<file path="config.mk">
export PLATFORM = sky130hd
export DESIGN_NAME = asm_loop_ctrl
export DESIGN_NICKNAME = d
export VERILOG_FILES = /design/src/rtl/asm_loop_ctrl_pkg.sv /design/src/rtl/onehot_dec.sv /design/src/rtl/asm_loop_ctrl.sv
export SDC_FILE = /design/constraint.sdc
export NUM_CORES = 1
export LEC_CHECK = 0
export CAP_MARGIN = 20
export CORE_UTILIZATION = 40
export DETAILED_ROUTE_END_ITERATION = 12
export HOLD_SLACK_MARGIN = 0.08
export PLACE_DENSITY = 0.82
export SYNTH_ARGS = -nofsm -noshare
export SYNTH_HDL_FRONTEND = slang
export SYNTH_SLANG_ARGS = --single-unit
</file>
<file path="constraint.sdc">
create_clock -name clk -period 2.3 [get_ports clk]
set_clock_uncertainty 0.2 [all_clocks]
set_input_delay 0.46 -clock clk [delete_from_list [all_inputs] [get_ports clk]]
set_output_delay 0.46 -clock clk [all_outputs]
set_load 0.05 [all_outputs]
</file>
<file path="src/rtl/asm_loop_ctrl_pkg.sv">
// Shared types and constants for the looping ASM controller.
package asm_loop_ctrl_pkg;

  localparam int unsigned ST_W      = 3;
  localparam int unsigned CNT_W_DEF = 4;

  typedef enum logic [ST_W-1:0] {
    S_IDLE  = 3'd0,
    S_LOAD  = 3'd1,
    S_DISP  = 3'd2,
    S_FAST  = 3'd3,
    S_RUN   = 3'd4,
    S_EXT   = 3'd5,
    S_DRAIN = 3'd6,
    S_DONE  = 3'd7
  } state_t;

endpackage

</file>
<file path="src/rtl/onehot_dec.sv">
// Binary-to-one-hot decoder; purely combinational.
module onehot_dec #(
  parameter int unsigned W_IN = 3
) (
  input  logic [W_IN-1:0]      bin,
  output logic [(2**W_IN)-1:0] onehot
);

  always_comb begin
    onehot      = '0;
    onehot[bin] = 1'b1;
  end

endmodule

</file>
<file path="src/rtl/asm_loop_ctrl.sv">
// Looping ASM controller: start/done handshake, latched branch modes and a
// saturating down-counter that sets the RUN length.
module asm_loop_ctrl #(
  parameter int unsigned CNT_W = asm_loop_ctrl_pkg::CNT_W_DEF,
  parameter int unsigned ST_W  = asm_loop_ctrl_pkg::ST_W
) (
  input  logic                   clk,
  input  logic                   rst_b,
  input  logic                   start,
  input  logic                   abort,
  input  logic                   mode_f,
  input  logic                   mode_e,
  input  logic [CNT_W-1:0]       len,
  input  logic                   hold,
  output logic [ST_W-1:0]        state,
  output logic [(2**ST_W)-1:0]   dec_out,
  output logic [CNT_W-1:0]       cnt,
  output logic                   busy,
  output logic                   done
);

  import asm_loop_ctrl_pkg::*;

  state_t           state_q, state_d;
  logic [CNT_W-1:0] cnt_q, cnt_d;
  logic             f_q, f_d;
  logic             e_q, e_d;

  // State, counter and latched modes
  always_ff @(posedge clk or negedge rst_b) begin
    if (!rst_b) begin
      state_q <= S_IDLE;
      cnt_q   <= '0;
      f_q     <= 1'b0;
      e_q     <= 1'b0;
    end else begin
      state_q <= state_d;
      cnt_q   <= cnt_d;
      f_q     <= f_d;
      e_q     <= e_d;
    end
  end

  // Next-state and datapath control; abort overrides everything but keeps data
  always_comb begin
    state_d = state_q;
    cnt_d   = cnt_q;
    f_d     = f_q;
    e_d     = e_q;
    if (abort) begin
      state_d = S_IDLE;
    end else begin
      unique case (state_q)
        S_IDLE: if (start) state_d = S_LOAD;
        S_LOAD: begin
          cnt_d   = len;
          f_d     = mode_f;
          e_d     = mode_e;
          state_d = S_DISP;
        end
        S_DISP: state_d = f_q ? S_FAST : S_RUN;
        S_FAST: state_d = S_DONE;
        S_RUN: begin
          if (!hold) begin
            if (cnt_q != '0) cnt_d = cnt_q - CNT_W'(1);
            else             state_d = e_q ? S_EXT : S_DRAIN;
          end
        end
        S_EXT:   state_d = S_DONE;
        S_DRAIN: state_d = S_DONE;
        S_DONE:  state_d = start ? S_LOAD : S_IDLE;
        default: state_d = S_IDLE;
      endcase
    end
  end

  assign state = state_q;
  assign cnt   = cnt_q;
  assign busy  = (state_q != S_IDLE);
  assign done  = (state_q == S_DONE);

  onehot_dec #(.W_IN(ST_W)) u_dec (
    .bin    (state_q),
    .onehot (dec_out)
  );

endmodule

</file>
==> results.ini <==
[sta]
rsz0062_at_grt = no
worst_pin_slew_ps = 516.0
slew_viol_final = 0
hold_violations = 0
relSlewSlack_pct = 65.49
setup_ws_ps = 72.05
min_period_ps = 2228
timing.fmax_ghz = 0.4488
setup-violations-final = 0
post-route-period-util_pct = 96.87

[synth]
ys_ff_latch = 9
yosysMostFrequentCell = nor2_1
synthMuxAreaShare_pct = 4.752
syn_nets = 86
synthTopCellsByCount = nor2_1, dfrtp_1, a21oi_1
synth_top_family_by_area = compound AO/OA/AOI/OAI gates
synth_xor_xnor_area_share_pct = 1.386
yosys.area_share.adder_pct = 1.980
yosysWarningCount = 0
synth_ff_type = dfrtp_1
yosys.area_share.simple_pct = 23.76
synthArstFlopShare_pct = 100.0
synth_top_area_share_pct = 35.64
yosys.cell_types.count = 32
ys_top_cells_by_area = dfrtp_1, nor2_1, a21oi_1, mux2_4, inv_1
synth_area_sq_um = 631.9
synth_seq_area_share_pct = 35.64
synth_edf_count = 0
synth_compound_area_share_pct = 24.36
synth_area_leader_cell = dfrtp_1
avgSynthCellArea_sq_um = 8.539
synth_cells = 74

[floorplan]
start_util_pct = 45.70
io_pins = 28
dieArea_sq_mm = 0.001743
coreArea_sq_mm = 0.001383
die_w_um = 41.75
rows = 13
chipHeight_um = 41.75

[finish]
stdcell_count = 119
final_util_pct = 74.48
antennaDiodeCount = 0
layout-drive-gt1-share_pct = 26.92
area_delta_synth_final_pct = 62.97
nNetsFinal = 117

[clock_network]
cts_buffers = 3
cts_hold_buf = 0
clk_path_buf_depth = 2
clockRootBuffer = clkbuf_4
cts_resized = 0
clock_sinks = 9
h-tree-depth = 1
cts.reportedPaths.clkPinSlew_ps = 60
clk_latency_ps = 260
post-cts-setup-buffer-count = 0
cts_tree = built

[worst_setup_path]
setup.worst_path.end = cnt[2]
cp_max_fo = 6
crit_family = buffers and inverters
path_buf_inv = 1
worstPathArrival_ps = 1570
crit_type = register to output pin
r2r_end = cnt[2]
reg2regPathDepth = 5
cp.depth = 1
worst_path_largest_cell_delay_ps = 860
cp-end-kind = output pin
crit_path_top_delay_cell = clkdlybuf4s50_1
r2r_slack_ps = 490
critical_path.startpoint = cnt[2]
cp.required_ps = 1640
rr_startpoint = state[0]
crit_chain = clkdlybuf4s50_1
start_kind = register

[detailed_routing]
vias = 644
drtAntennaViolNets = 0
wl_per_cell_um = 14.01
vias_per_cell = 5.412
drt_iter0_markers = 26
drtPass1Iterations = 4
drc = 0
routed_wl_um = 1667

[global_routing]
grt_use_total_pct = 20.69
grt_max_degree = 12
gr-total-overflow = 0
antenna_found_initial = 0
grt_pass1_vias = 629
grt_pass1_wl_um = 2704

[pwr]
p_per_area_mw_per_mm2 = 1554
power_w = 0.001600
p_leak_nw = 0.4484
irDropWorstVdd_mv = 0.8931

[run_status]
status = complete, no violations

[placement]
dp_slack_ps = 159.5
place_congestion = 0.7946
io_buffers = 27
dpl.cell_count = 115
hpwl_um = 1387

[worst_hold_path]
hp-class = primary input to asynchronous set/reset pin

[job]
drv_cap = 0

[layout make-up]
type                    instances  area, sq um
flip-flops and latches          9        225.2
repair buffers                 29        365.4
well taps                      15        18.77
inverters                       8        31.28
clock buffers                   4        26.28
fillers                       100        352.8
multi-input cells              54        362.8
[worst min path at each step]
stage          slack [ps]  endpoint  depth (start not counted)
6_report              290    cnt[1]                          1
5_1_grt               310    cnt[1]                          1
4_1_cts               290    cnt[1]                          1
3_5_place_dp          350       e_q                          1
3_3_place_gp          330       e_q                          1
2_1_floorplan         -40    cnt[0]                          0
[placed cells by master, fill, tap and decap left out, types with 3 or more instances in the layout]
cell / n
a21oi_1: 8
nor2_1: 13
clkdlybuf4s50_1: 14
inv_1: 7
o22a_1: 3
buf_4: 6
buf_12: 9
dfrtp_1: 9
clkbuf_4: 3
o21ai_0: 4
[sequential cells by signal, summed over array words and instances, names as in the netlist]
name / cells
cnt: 4
e_q: 1
f_q: 1
state: 3
[kinds of logic (layout without fill, tap and decap cells)]
logic type      Yosys count  after routing
flops                     9              9
mux                       2              2
xor+xnor                  1              1
compound gates           23             23
buf+inv                  11             41
simple gates             27             27
fa+ha+maj                 1              1
[metrics by stage]
step           TNS (ps)  cell area, sq um  hold WS [ps]
2_1_floorplan    -870.1             639.4        -35.59
3_3_place_gp          0              1003         330.5
3_5_place_dp          0              1003         353.6
4_1_cts               0              1030         292.7
5_1_grt               0              1030         312.2
6_report              0              1030         290.5
[per-layer routing]
layer / share of wire (%) / track usage (%)
met5: 0 / 0
met3: 5.0 / 7.826
met2: 52 / 35.94
met4: 0 / 3.871
met1: 43 / 24.19
[power by group]
part / total, W / leakage [nW] / switching [W] / internal [W]
combinational: 0.00114 / 0.325 / 0.000681 / 0.000464
clock: 0.000119 / 0.0150 / 0.0000523 / 0.0000667
sequential: 0.000337 / 0.109 / 0.000105 / 0.000232
total: 0.00160 / 0.448 / 0.000838 / 0.000762
Power figures use the tool's default switching activity.
